## src/rtl/lif_pkg.sv

```systemverilog
// Shared widths, FSM encoding and saturation helper for the spike decoding path.
package lif_pkg;

    localparam int DEF_STATE_W = 8;
    localparam int DEF_CNT_W   = 8;
    localparam int DEF_LEN_W   = 8;

    typedef logic [0:0] fsm_t;
    localparam fsm_t S_IDLE = 1'b0;
    localparam fsm_t S_RUN  = 1'b1;

    // All-ones value of a w-bit counter (w in 1..32).
    function automatic logic [31:0] sat_max(input int w);
        return 32'hFFFF_FFFF >> (32 - w);
    endfunction

endpackage

```

## src/rtl/sat_counter.sv

```systemverilog
// Saturating up-counter; clear also drops the sticky overflow flag, load_zero keeps it.
module sat_counter
    import lif_pkg::*;
#(
    parameter int W = 8
) (
    input  logic         clk,
    input  logic         rst,
    input  logic         clear,
    input  logic         load_zero,
    input  logic         inc,
    output logic [W-1:0] cnt,
    output logic [W-1:0] cnt_plus,
    output logic         at_max,
    output logic         ovf
);

    localparam logic [W-1:0] MAX = W'(sat_max(W));

    logic [W-1:0] cnt_q, cnt_d;
    logic         ovf_q, ovf_d;

    always_comb begin
        at_max   = (cnt_q == MAX);
        cnt_plus = at_max ? MAX : cnt_q + 1'b1;
        cnt_d    = cnt_q;
        ovf_d    = ovf_q;
        if (clear) begin
            cnt_d = '0;
            ovf_d = 1'b0;
        end else if (load_zero) begin
            cnt_d = '0;
        end else if (inc) begin
            cnt_d = cnt_plus;
            ovf_d = ovf_q | at_max;
        end
    end

    always_ff @(posedge clk) begin
        if (rst) begin
            cnt_q <= '0;
            ovf_q <= 1'b0;
        end else begin
            cnt_q <= cnt_d;
            ovf_q <= ovf_d;
        end
    end

    assign cnt = cnt_q;
    assign ovf = ovf_q;

endmodule

```

## src/rtl/spike_rate_decoder.sv

```systemverilog
// Turns the LIF network spike/membrane outputs into per-window rate and peak,
// plus a free-running inter-spike interval measurement.
module spike_rate_decoder
    import lif_pkg::*;
#(
    parameter int STATE_W = DEF_STATE_W,
    parameter int CNT_W   = DEF_CNT_W,
    parameter int LEN_W   = DEF_LEN_W
) (
    input  logic               clk,
    input  logic               rst,
    input  logic               en,
    input  logic [LEN_W-1:0]   window_len,
    input  logic               spike_in,
    input  logic [STATE_W-1:0] state_in,
    output logic [CNT_W-1:0]   count_out,
    output logic [STATE_W-1:0] peak_out,
    output logic [CNT_W-1:0]   isi_out,
    output logic               isi_valid,
    output logic               sat_flag,
    output logic               win_valid
);

    fsm_t               state_q, state_d;
    logic [LEN_W-1:0]   win_cnt_q, win_cnt_d;
    logic [STATE_W-1:0] acc_peak_q, acc_peak_d;
    logic               seen_q, seen_d;
    logic [CNT_W-1:0]   isi_out_q, isi_out_d;
    logic               isi_valid_q, isi_valid_d;
    logic [CNT_W-1:0]   count_out_q, count_out_d;
    logic [STATE_W-1:0] peak_out_q, peak_out_d;
    logic               sat_flag_q, sat_flag_d;
    logic               win_valid_q, win_valid_d;

    logic               run_en, win_end;
    logic               acc_clear, acc_inc, isi_clear, isi_load0, isi_inc;
    logic [CNT_W-1:0]   acc_cnt, acc_plus, fin_cnt;
    logic               acc_at_max, acc_ovf, fin_sat;
    logic [STATE_W-1:0] fin_peak;
    logic [CNT_W-1:0]   isi_cnt, isi_plus;
    logic               isi_at_max, isi_ovf;
    logic               unused_isi;

    assign unused_isi = ^{isi_cnt, isi_at_max, isi_ovf};

    sat_counter #(.W(CNT_W)) u_acc_cnt (
        .clk       (clk),
        .rst       (rst),
        .clear     (acc_clear),
        .load_zero (1'b0),
        .inc       (acc_inc),
        .cnt       (acc_cnt),
        .cnt_plus  (acc_plus),
        .at_max    (acc_at_max),
        .ovf       (acc_ovf)
    );

    sat_counter #(.W(CNT_W)) u_isi_cnt (
        .clk       (clk),
        .rst       (rst),
        .clear     (isi_clear),
        .load_zero (isi_load0),
        .inc       (isi_inc),
        .cnt       (isi_cnt),
        .cnt_plus  (isi_plus),
        .at_max    (isi_at_max),
        .ovf       (isi_ovf)
    );

    always_comb begin
        run_en    = (state_q == S_RUN) && en;
        win_end   = run_en && (win_cnt_q == '0);
        // The last cycle's spike/state must land in the published result
        // even though the accumulators restart on that same edge.
        fin_cnt   = spike_in ? acc_plus : acc_cnt;
        fin_sat   = acc_ovf | (spike_in & acc_at_max);
        fin_peak  = (state_in > acc_peak_q) ? state_in : acc_peak_q;
        acc_clear = !run_en || win_end;
        acc_inc   = run_en && spike_in;
        isi_clear = !run_en;
        isi_load0 = run_en && spike_in;
        isi_inc   = run_en;

        state_d     = state_q;
        win_cnt_d   = win_cnt_q;
        acc_peak_d  = acc_peak_q;
        seen_d      = seen_q;
        isi_out_d   = isi_out_q;
        isi_valid_d = isi_valid_q;
        count_out_d = count_out_q;
        peak_out_d  = peak_out_q;
        sat_flag_d  = sat_flag_q;
        win_valid_d = 1'b0;

        if (state_q == S_IDLE) begin
            if (en) begin
                state_d    = S_RUN;
                win_cnt_d  = window_len;
                acc_peak_d = '0;
            end
        end else if (!en) begin
            state_d     = S_IDLE;
            acc_peak_d  = '0;
            seen_d      = 1'b0;
            isi_valid_d = 1'b0;
        end else begin
            if (win_end) begin
                count_out_d = fin_cnt;
                peak_out_d  = fin_peak;
                sat_flag_d  = fin_sat;
                win_valid_d = 1'b1;
                win_cnt_d   = window_len;
                acc_peak_d  = '0;
            end else begin
                win_cnt_d  = win_cnt_q - 1'b1;
                acc_peak_d = fin_peak;
            end
            if (spike_in) begin
                seen_d = 1'b1;
                if (seen_q) begin
                    isi_out_d   = isi_plus;
                    isi_valid_d = 1'b1;
                end
            end
        end
    end

    always_ff @(posedge clk) begin
        if (rst) begin
            state_q     <= S_IDLE;
            win_cnt_q   <= '0;
            acc_peak_q  <= '0;
            seen_q      <= 1'b0;
            isi_out_q   <= '0;
            isi_valid_q <= 1'b0;
            count_out_q <= '0;
            peak_out_q  <= '0;
            sat_flag_q  <= 1'b0;
            win_valid_q <= 1'b0;
        end else begin
            state_q     <= state_d;
            win_cnt_q   <= win_cnt_d;
            acc_peak_q  <= acc_peak_d;
            seen_q      <= seen_d;
            isi_out_q   <= isi_out_d;
            isi_valid_q <= isi_valid_d;
            count_out_q <= count_out_d;
            peak_out_q  <= peak_out_d;
            sat_flag_q  <= sat_flag_d;
            win_valid_q <= win_valid_d;
        end
    end

    assign count_out = count_out_q;
    assign peak_out  = peak_out_q;
    assign isi_out   = isi_out_q;
    assign isi_valid = isi_valid_q;
    assign sat_flag  = sat_flag_q;
    assign win_valid = win_valid_q;

endmodule

```

## config.mk

```make
export PLATFORM = sky130hd
export DESIGN_NAME = spike_rate_decoder
export DESIGN_NICKNAME = d
export VERILOG_FILES = /design/src/rtl/lif_pkg.sv /design/src/rtl/sat_counter.sv /design/src/rtl/spike_rate_decoder.sv
export SDC_FILE = /design/constraint.sdc
export NUM_CORES = 1
export LEC_CHECK = 0
export BUFFER_PORTS_ARGS = -buffer_cell sky130_fd_sc_hd__buf_4
export CORE_MARGIN = 4
export CORE_UTILIZATION = 25
export DETAILED_ROUTE_END_ITERATION = 10
export GPL_ROUTABILITY_DRIVEN = 0
export SYNTH_ARGS = -nofsm -noshare
export SYNTH_HDL_FRONTEND = slang
export SYNTH_HIERARCHICAL = 1
export SYNTH_SLANG_ARGS = --single-unit
```

## constraint.sdc

```tcl
create_clock -name clk -period 2.4 [get_ports clk]
set_input_delay 0.48 -clock clk [delete_from_list [all_inputs] [get_ports clk]]
set_output_delay 0.48 -clock clk [all_outputs]
set_load 0.01 [all_outputs]
```

**Word level (Yosys, flattened, before mapping)**

Index checks and enable logic that the tools add are counted.

- Add/sub/neg operators: 3
- $mul: 0
- Div/mod/pow operators: 0
- Magnitude comparators: 1
- Eq/ne operators: 4
- Shift operators: 0
- Multiplexer cells: 19
- Bitwise logic cells: 6
- Reduce and logical (&&, ||, !) cells: 14

Operators by type and width:

| operator | number |
|---|---|
| 8-bit 2-to-1 mux | 12 |
| 8-bit by 1-bit adder with 8-bit output (second input constant) | 2 |
| 8-bit equality test (second input constant) | 2 |
| 8-bit > comparator | 1 |
| 8-bit zero test | 1 |
| 8-bit by 1-bit subtractor with 8-bit output (second input constant) | 1 |
| 1-bit 2-to-1 mux | 7 |
| 3-bit AND reduction | 2 |
| 3-bit OR reduction | 2 |
| 2-bit by 1-bit != test with 1-bit output (second input constant) | 2 |
| 4-bit AND reduction | 1 |
| 1-bit logical AND | 3 |
| 1-bit NOT | 3 |
| 1-bit OR | 2 |
| 2-bit AND reduction | 1 |
| 2-bit nonzero test | 1 |
| 2-bit OR reduction | 1 |
| 1-bit AND | 1 |
| 1-bit zero test | 1 |
| 1-bit logical OR | 1 |

- Register bits: 62
- Latch bits: 0
- RAM bits: 0
- Memory bits (read-only): 0
- Bits of input ports: 20
- Logic and storage cells: 60
- Memories kept: 0

**Logic depth before layout (Yosys ltp)**

Gate-level depths: netlist of the first run.

- Word-level depth: 5
- Depth in mapped cells: 9
- Mapped depth without buffers: 7

**Cells and area by module**

The synthesis of the first run kept the hierarchy.

By module, submodules not included:

| module | instances | cells an instance | area an instance (um^2) | sequential area each (um^2) |
|---|---|---|---|---|
| spike_rate_decoder | 1 | 267 | 2317.2 | 900.9 |
| sat_counter | 2 | 66 | 554.3 | 180.2 |

**Worst setup path after synthesis of the first run**

OpenSTA, ideal clock, no wires.

- Kind: input port to flip-flop
- Start point: in state_in[7]
- End point: reg acc_peak_q[0]
- Arrival: 1946 ps
- Data required time: 2283 ps
- Setup slack: 337 ps
- Stages: 6
- Buffers on the path: 1
- Cells stage by stage: ha_1 > nand4_1 > a21oi_1 > buf_2 > o21ai_2 > a32o_1

- Word-level cells in the longest chain between the ends: 5

Ends and longest elaborated chain:

| item | RTL line | RTL |
|---|---|---|
| start, declared | spike_rate_decoder.sv:15 | `input logic [STATE_W-1:0] state_in,` |
| 8-bit > comparator | spike_rate_decoder.sv:77 | `fin_peak = (state_in > acc_peak_q) ? state_in : acc_peak_q;` |
| 8-bit 2-to-1 mux | spike_rate_decoder.sv:77 |  |
| 8-bit 2-to-1 mux | spike_rate_decoder.sv:107 | `if (win_end) begin` |
| 8-bit 2-to-1 mux | spike_rate_decoder.sv:101 | `end else if (!en) begin` |
| 8-bit 2-to-1 mux | spike_rate_decoder.sv:95 | `if (state_q == S_IDLE) begin` |
| end signal, assigned | spike_rate_decoder.sv:143 | `acc_peak_q <= acc_peak_d;` |
| end, declared | spike_rate_decoder.sv:26 | `logic [STATE_W-1:0] acc_peak_q, acc_peak_d;` |

No other way between the ends.
A chain may end at the register's enable or synchronous reset.

**Worst setup path after layout of the first run**

- Start point: reg acc_peak_q[5]
- End point: reg peak_out_q[1] (netlist: peak_out[1])

- Word-level cells in the longest chain between the ends: 2

Ends and longest elaborated chain:

| item | RTL line | RTL |
|---|---|---|
| 8-bit > comparator | spike_rate_decoder.sv:77 |  |
| 8-bit 2-to-1 mux | spike_rate_decoder.sv:77 |  |
| end signal, assigned | spike_rate_decoder.sv:148 | `peak_out_q <= peak_out_d;` |
| end, declared | spike_rate_decoder.sv:31 | `logic [STATE_W-1:0] peak_out_q, peak_out_d;` |

No other way between the ends.

==> summary.txt, run 1 <==
Status
  – Outcome: finished clean

Pwr
  – Comb power frac: a little over a tenth
  – Reg power frac: 41.2%
  – PD cells: ~620 nW/um^2
  – Clk pwr share: between 40% and 50%
  – Switching Share: 24.6%
  – Int Pwr: between 0.0015 and 0.002 W
  – LEAKAGE: between 1.5 and 2 nW
  – Switch Pwr: approximately 0.00065 W
  – Peak supply drop: ~330 uV

Drt
  – Initial DRT Pass Iterations: 4
  – WL per Instance: about 14 um
  – Vias: ~3,100
  – Initial DRC count: between 200 and 250
  – Vias per cell: slightly above 5
  – DRC Markers: 0
  – Final ANT Viol Nets: 0
  – Final WL: roughly 8900 um

Clock tree
  – # Post-CTS Setup Buffers: 0
  – CTS tree: yes
  – Clock sinks: 62
  – Worst skew pair latency: about 0.33 ns
  – Num CTS Buffers: 9
  – Clock-pin slew on the worst setup and hold paths: about 0.06 ns
  – Root Buffer Master: clkbuf_16
  – CTS HTree Levels: 3
  – Hold-fix buffer count after cts: 0
  – Clk buf depth: 2
  – CTS-repair resized insts: 0

Global routing
  – Grt met3 use: under 10%
  – Overflow after GRT: 0
  – Number of global-route vias before repair: between 3,000 and 4,000
  – Largest net degree at the start of global routing: 32
  – First-pass GRT wire length: between 10,000 and 15,000 um
  – M1 GR Usage: between 10% and 20%
  – GRT Overall Usage: about 11%
  – Met2 Track Usage GR: a little under a fifth
  – Grt peak-use layer: met2
  – Number of antenna violations at the first check in global routing: 0

Timing
  – Unrepaired setup endpoints after global routing: false
  – Setup Skew: roughly 0.013 ns
  – Worst slew pin tran: around 0.52 ns
  – Min Tclk post-route: 2.08 ns
  – Worst relative slew slack: between 60% and 70%
  – Final Cycle Share: around 87%
  – Max Clock Freq: 0.481 GHz
  – Setup violations, final: 0
  – Setup TNS: 0 ns
  – Max Slew Vio Count: 0
  – Final hold vios: 0

Cells and area
  – Final Instance Count excl. Fillers: 624
  – Ratio of cells with drive above 1 in the final layout: roughly 21%
  – Layout Nets: around 470
  – Area delta synth->final: 24.8%
  – Ant. Diodes: 0

Run
  – Max Cap Violations: 0

Placement
  – # placed instances: between 600 and 700
  – Dpl hpwl: ~6500 um
  – Port bufs: 46

Floorplanning
  – Initial Util: 25.6%
  – Die width: ~120 um
  – Die height: 124 um
  – Number of core rows: 42
  – IO Pins: between 40 and 50
  – Core Box Area: ~13,000 sq um
  – Die ar.: 15,500 sq um

Worst setup path
  – WP data required: 2.65 ns
  – WP data arrival: around 2.3 ns
  – CP max FO: 14
  – Worst setup path class: reg2reg
  – CP Launch Type: flop
  – Endpoint class of the critical path: flop

Synth
  – Netlist Area Pre-Place: 3380 sq um
  – Synth warn: 6
  – Syn_area_per_cell: 8.59 sq um
  – Cells after Synth: roughly 390

Hold path
  – Tightest Hold Check Type: in2reg
## power groups by stage
stage / Combinational, W / Sequential (W) / Clock (W)
2_1_floorplan: 0.000186 / 0.00110 / 0
3_3_place_gp: 0.000275 / 0.00110 / 0
3_5_place_dp: 0.000280 / 0.00110 / 0
4_1_cts: 0.000282 / 0.00108 / 0.00130
5_1_grt: 0.000312 / 0.00109 / 0.00135
6_report: 0.000279 / 0.00108 / 0.00126
## cells in the final DEF (no fill, tap or decap), drive strengths merged, types with 9 or more instances in the layout
master  count
clkbuf     10
buf        65
a21oi      38
inv        17
nor2       21
o21ai      21
dfxtp      62
a211oi     16
nand2      39
nor3        9
a32o       10
mux2i       9
ha         11
a31oi      19
## registers in the layout (all words and copies together), names as in the netlist
register / count
count_out: 8
sat_flag: 1
seen_q: 1
peak_out: 8
win_valid: 1
acc_peak_q: 8
u_acc_cnt/ovf: 1
isi_out: 8
isi_valid: 1
win_cnt_q: 8
u_acc_cnt/cnt: 8
state_q: 1
u_isi_cnt/cnt: 8
## routing by layer
metal	share of wire [%]	routed length [um]
met3	5.1	460
met4	0.44	39
met2	47	4230
met1	47	4210
met5	0	0
## metrics by stage
| stage | setup slack [ns] | util (%) | cell area, sq um | power [W] | hold slack (ns) |
|---|---|---|---|---|---|
| 5_1_grt | 0.145 | 31.9 | 4230 | 0.00275 | 0.416 |
| 3_5_place_dp | 0.177 | 29.7 | 3930 | 0.00138 | 0.451 |
| 6_report | 0.320 | 31.9 | 4230 | 0.00263 | 0.421 |
| 2_1_floorplan | 0.337 | - | 3390 | 0.00128 | 0.464 |
| 3_3_place_gp | 0.208 | 29.7 | 3930 | 0.00138 | 0.446 |
| 4_1_cts | 0.337 | 31.9 | 4230 | 0.00266 | 0.415 |
## layout make-up
cell class	instances	area [sq um]
Tap cell	176	220
Clock inverter	6	62.6
Timing Repair Buffer	65	488
Sequential cell	62	1240
Clock buffer	10	229
Multi-Input combinational cell	288	1920
Inverter	17	63.8
Fill cell	1444	9020
## path summary, 6_finish.rpt
check | start | endpoint | slack (ns) | cells after the start
setup / recovery | acc_peak_q[5]$_SDFFE_PP0P_ | peak_out[1]$_SDFFE_PP0P_ | 0.32 | 7
hold reg to reg | isi_out[5]$_SDFFE_PP0P_ | isi_out[5]$_SDFFE_PP0P_ | 0.46 | 2
hold / removal | state_in[4] | acc_peak_q[4]$_SDFFE_PP0P_ | 0.42 | 2
setup reg to reg | acc_peak_q[5]$_SDFFE_PP0P_ | peak_out[1]$_SDFFE_PP0P_ | 0.32 | 7
## worst max-delay path, stage by stage (launching register included)
cell and delay, ns:
dfxtp_1 0.36, inv_1 0.08, ha_1 0.29, a211o_1 0.26
o211ai_1 0.13, nand2b_1 0.34, o311a_1 0.40, a21oi_1 0.14
No activity file was read; power rests on OpenSTA's default activity.
==> run 2: changes to the inputs <==
--- a/config.mk
+++ b/config.mk
@@ -6,7 +6,6 @@
 export NUM_CORES = 1
 export LEC_CHECK = 0
 export BUFFER_PORTS_ARGS = -buffer_cell sky130_fd_sc_hd__buf_4
-export CORE_MARGIN = 4
 export CORE_UTILIZATION = 25
 export DETAILED_ROUTE_END_ITERATION = 10
 export GPL_ROUTABILITY_DRIVEN = 0
==> summary.txt, run 2 (same netlist as run 1, synthesis figures left out) <==
Timing
  – Setup Skew: 0.00696 ns
  – Final Cycle Share: roughly 87%
  – Min Tclk post-route: between 2 and 2.5 ns
  – Setup TNS: 0 ns
  – Setup violations, final: 0
  – Worst relative slew slack: between 60 and 70%
  – Max Slew Vio Count: 0
  – Final hold vios: 0
  – Worst slew pin tran: ~0.54 ns
  – Max Clock Freq: 0.481 GHz
  – Unrepaired setup endpoints after global routing: false

Clock tree
  – Num CTS Buffers: 9
  – Worst skew pair latency: ~0.33 ns
  – Root Buffer Master: clkbuf_16
  – Hold-fix buffer count after cts: 0
  – CTS HTree Levels: 3
  – Clock sinks: just over 60
  – CTS tree: yes
  – Clock-pin slew on the worst setup and hold paths: roughly 0.050 ns
  – # Post-CTS Setup Buffers: 0
  – CTS-repair resized insts: 0
  – Clk buf depth: 2

Global routing
  – Largest net degree at the start of global routing: 33
  – GRT Overall Usage: around an eighth
  – Number of antenna violations at the first check in global routing: 0
  – First-pass GRT wire length: between 15,000 and 20,000 um
  – Number of global-route vias before repair: 3,146
  – Overflow after GRT: 0

Cells and area
  – Commonest non-fill, non-tap cell in the layout: buf_4
  – Most frequent cells in the layout: buf_4 (67), dfxtp_1 (62), nand2_1 (37)
  – Seq. cell area: between 1000 and 1500 sq um
  – Ratio of cells with drive above 1 in the final layout: 22.0%
  – Ant. Diodes: 0
  – Layout filler cell count: between 1,000 and 1,500
  – Area delta synth->final: 26.5%
  – Area of the multi-input gates: 1920 sq um
  – Layout Nets: about 480
  – Fin util: roughly a third

Floorplanning
  – Die width: ~120 um
  – Core Box Area: roughly 13,000 sq um
  – Die height: ~120 um
  – Initial Util: ~26%
  – IO Pins: 47
  – Die ar.: around 14,000 sq um
  – Number of core rows: 42

Placement
  – Dpl hpwl: between 6000 and 7000 um
  – Port bufs: 46

Drt
  – Vias per cell: slightly above 5
  – Vias: 3,200
  – Final ANT Viol Nets: 0
  – Initial DRC count: around 220
  – Initial DRT Pass Iterations: 4
  – DRC Markers: 0
  – Final WL: 8780 um
  – WL per Instance: about 14 um

Pwr
  – Reg power frac: between 30 and 40%
  – Peak supply drop: 411 uV
  – PD cells: 653 nW/um^2
  – Comb power frac: ~10%
  – LEAKAGE: about 1.7 nW
  – Int Pwr: about 0.0021 W
  – Switch Pwr: 0.000650 W
  – Clk pwr share: about half
  – Switching Share: between 20% and 30%

Status
  – Outcome: finished clean

Worst setup path
  – RR Startpoint: win_cnt_q[5]$_SDFFE_PP0P_
  – Worst setup path class: reg2reg
  – CP Launch Type: flop
  – Worst r2r dst: acc_peak_q[6]$_SDFFE_PP0P_
  – WP data arrival: between 2 and 2.5 ns
  – WP data required: 2.61 ns
  – Setup crit start: win_cnt_q[5]$_SDFFE_PP0P_
  – R2R depth: 5
  – Worst setup path end: acc_peak_q[6]$_SDFFE_PP0P_
  – Endpoint class of the critical path: flop
  – CP max FO: 11
  – R2R Setup Slk: around 0.32 ns

Run
  – Max Cap Violations: 0

Hold path
  – Tightest Hold Check Type: in2reg
==> run 2: changes by cell type in the layout (fill, tap and decap cells not counted) <==
cell	previous run	this run
clkinv_2	2	1
clkbuf_1	1	0
bufinv_16	1	2
buf_4	65	67
clkbuf_8	0	2
clkinvlp_4	3	1
clkinv_4	0	1
==> run 2: worst min-delay path by stage <==
stage                               startpoint  slack [ns]  cells after the start                    endpoint
CTS                                state_in[1]        0.41                      2  acc_peak_q[1]$_SDFFE_PP0P_
floorplan           acc_peak_q[1]$_SDFFE_PP0P_        0.46                      1  acc_peak_q[1]$_SDFFE_PP0P_
detailed placement     isi_out[1]$_SDFFE_PP0P_        0.45                      2     isi_out[1]$_SDFFE_PP0P_
finish                             state_in[1]        0.42                      2  acc_peak_q[1]$_SDFFE_PP0P_
global route                       state_in[0]        0.42                      2  acc_peak_q[0]$_SDFFE_PP0P_
global placement       isi_out[0]$_SDFFE_PP0P_        0.45                      2     isi_out[0]$_SDFFE_PP0P_
==> run 2: per-stage QoR <==
step	area (sq um)	hold slack, ns	total power (W)	instances	worst slack, ns
CTS	4280	0.406	0.00283	626	0.325
detailed placement	3950	0.452	0.00139	610	0.148
global route	4280	0.421	0.00292	626	0.181
floorplan	3390	0.464	0.00128	396	0.337
finish	4280	0.415	0.00280	626	0.321
global placement	3950	0.447	0.00138	610	0.209
==> run 2: power by group through the flow <==
| stage | combinational, W | clock (W) | sequential [W] |
|---|---|---|---|
| finish | 0.000282 | 0.00143 | 0.00108 |
| floorplan | 0.000186 | 0 | 0.00110 |
| global placement | 0.000277 | 0 | 0.00110 |
| CTS | 0.000285 | 0.00146 | 0.00108 |
| global route | 0.000318 | 0.00151 | 0.00108 |
| detailed placement | 0.000282 | 0 | 0.00110 |
==> run 2: final cells by class <==
cell class / count / share of cell area (%)
well taps: 176 / 5.14
flip-flops and latches: 62 / 29.0
clock inverters: 5 / 1.90
multi-input cells: 288 / 44.8
clock buffers: 11 / 5.90
inverters: 17 / 1.49
repair buffers: 67 / 11.7
==> run 2: layer usage <==
layer	GRT usage (%)	vias to the layer above	wire length, um
met4	4.49	0	85
met2	21.3	72	4050
li1	-	1592	-
met5	0	-	0
met1	17.1	1530	4220
met3	3.72	6	419
==> run 2: worst max-delay path: stages, from the launching register on <==
cell and delay, ns:
dfxtp_1 0.35, or4_4 0.63, o311a_4 0.42, a21oi_2 0.17
o21ai_2 0.14, a32o_1 0.24
==> run 3: changes to the inputs <==
--- a/config.mk
+++ b/config.mk
@@ -6,6 +6,7 @@
 export NUM_CORES = 1
 export LEC_CHECK = 0
 export BUFFER_PORTS_ARGS = -buffer_cell sky130_fd_sc_hd__buf_4
+export CORE_MARGIN = 3
 export CORE_UTILIZATION = 25
 export DETAILED_ROUTE_END_ITERATION = 10
 export GPL_ROUTABILITY_DRIVEN = 0
==> summary.txt, run 3 (same netlist as run 1, synthesis figures left out) <==
Clock tree
  – CTS HTree Levels: 3
  – Hold-fix buffer count after cts: 0
  – Clk buf depth: 2
  – CTS tree: yes
  – Clock sinks: between 60 and 70
  – Worst skew pair latency: roughly 0.33 ns
  – Num CTS Buffers: 9
  – Root Buffer Master: clkbuf_16
  – # Post-CTS Setup Buffers: 0
  – Clock-pin slew on the worst setup and hold paths: approximately 0.06 ns

Pwr
  – Switch Pwr: roughly 0.00066 W
  – Power, Total: approximately 0.0027 W
  – Switching Share: roughly a quarter
  – PD cells: between 600 and 700 nW/um^2
  – Clk pwr share: 50.4%
  – LEAKAGE: approximately 1.6 nW
  – Comb power frac: approximately a tenth
  – Peak supply drop: 321 uV
  – Int Pwr: 0.00208 W
  – Reg power frac: 39.4%

Cells and area
  – Post-route design area: ~4200 sq um
  – Area delta synth->final: 24.7%
  – Ratio of cells with drive above 1 in the final layout: between 20% and 30%
  – Area of the multi-input gates: around 1900 sq um
  – Layout Nets: approximately 470
  – Layout filler cell count: roughly 1,400
  – Most frequent cells in the layout: dfxtp_1 (62), buf_4 (60), nand2_1 (37)
  – Seq. cell area: roughly 1200 sq um
  – Ant. Diodes: 0
  – Commonest non-fill, non-tap cell in the layout: dfxtp_1

Floorplanning
  – Number of core rows: around 40
  – IO Pins: 47
  – Core Box Area: between 10,000 and 15,000 sq um
  – Die width: 122 um
  – Initial Util: a little over a quarter
  – Die ar.: ~15,000 sq um
  – Die height: between 100 and 150 um

Global routing
  – Number of antenna violations at the first check in global routing: 0
  – Overflow after GRT: 0
  – First-pass GRT wire length: between 10,000 and 15,000 um
  – Largest net degree at the start of global routing: 33
  – GRT Overall Usage: about an eighth
  – Number of global-route vias before repair: 2,988

Drt
  – Initial DRT Pass Iterations: 5
  – DRC Markers: 0
  – WL per Instance: about 14 um
  – Final ANT Viol Nets: 0
  – Vias per cell: approximately 5.1
  – Final WL: a little under 9000 um
  – Vias: between 3,000 and 4,000
  – Initial DRC count: between 200 and 250

Placement
  – DP Worst Slack: -0.301 ns
  – Dpl hpwl: between 6000 and 7000 um
  – Port bufs: 46
  – Post-DP Area: just under 4000 sq um

Timing
  – Setup WS post-layout: 0.233 ns
  – Setup Skew: approximately 0.0060 ns
  – Setup violations, final: 0
  – Final Cycle Share: about nine tenths
  – Final hold vios: 0
  – Worst hold slack: between 0.4 and 0.5 ns
  – Max Clock Freq: 0.461 GHz
  – Max Slew Vio Count: 0
  – Worst relative slew slack: 54.7%
  – Min Tclk post-route: 2.17 ns
  – Unrepaired setup endpoints after global routing: false
  – Worst slew pin tran: ~0.7 ns

Status
  – Outcome: finished clean

Worst setup path
  – WP data arrival: around 2.4 ns
  – WP data required: approximately 2.7 ns
  – CP max FO: 9
  – Endpoint class of the critical path: flop
  – Worst setup path class: reg2reg
  – CP Launch Type: flop
  – R2R Setup Slk: roughly 0.23 ns

Hold path
  – Tightest Hold Check Type: in2reg

Run
  – Max Cap Violations: 0
==> run 3: cell types whose count changed in the layout (fill, tap and decap cells not counted) <==
cell,change
clkbuf_8,-2
clkbuf_1,+1
nor2_2,+1
a21oi_1,-1
a21oi_4,+1
buf_4,-7
clkinv_2,+1
nor2_1,-1
==> run 3: power groups by stage <==
stage | logic, W | clock network, W | registers [W]
6_report | 0.000280 | 0.00138 | 0.00108
5_1_grt | 0.000312 | 0.00145 | 0.00109
4_1_cts | 0.000280 | 0.00140 | 0.00108
3_5_place_dp | 0.000276 | 0 | 0.00110
3_3_place_gp | 0.000273 | 0 | 0.00110
2_1_floorplan | 0.000186 | 0 | 0.00110
==> run 3: final cells by class <==
type | instances | share of cell area (%)
inverter | 17 | 1.51
timing repair buffer | 60 | 10.7
multi-input combinational | 288 | 45.8
clock buffer | 10 | 5.43
sequential | 62 | 29.4
tap | 172 | 5.10
clock inverter | 6 | 2.05
==> run 3: timing repair <==
item / 4_1_cts / 5_1_grt
gates resized for setup: 1 / 2
cloned: 0 / 0
endpoints found under the setup margin: 8 / 3
==> run 3: metal layers <==
layer	share of wire (%)	vias to the layer above	track usage, %
met5	0	-	0
met4	1.2	0	3.01
met3	4.6	9	3.55
met2	46	71	19.3
met1	48	1476	16.2
li1	-	1580	-
==> run 3: critical path: stages (launching register included) <==
cell and delay (ns):
dfxtp_1 0.35, inv_1 0.07, ha_1 0.29, nand4_1 0.16, buf_4 0.22, a21o_1 0.19
a21oi_1 0.54, a32o_1 0.28
==> run 3: per-stage QoR <==
step	TNS [ns]	cells	util (%)
after global routing	0	615	32.6
after floorplan	0	396	-
final	0	615	32.6
after detailed placement	-2.98	599	30.1
after CTS	0	615	32.6
after global placement	-2.28	599	30.1
==> run 3: final timing paths <==
check,end,cells past startpoint,from
worst min-delay path,acc_peak_q[0]$_SDFFE_PP0P_,2,state_in[0]
worst max register to register,acc_peak_q[7]$_SDFFE_PP0P_,7,acc_peak_q[7]$_SDFFE_PP0P_
worst min register to register,isi_out[2]$_SDFFE_PP0P_,2,isi_out[2]$_SDFFE_PP0P_
worst max-delay path,acc_peak_q[7]$_SDFFE_PP0P_,7,acc_peak_q[7]$_SDFFE_PP0P_
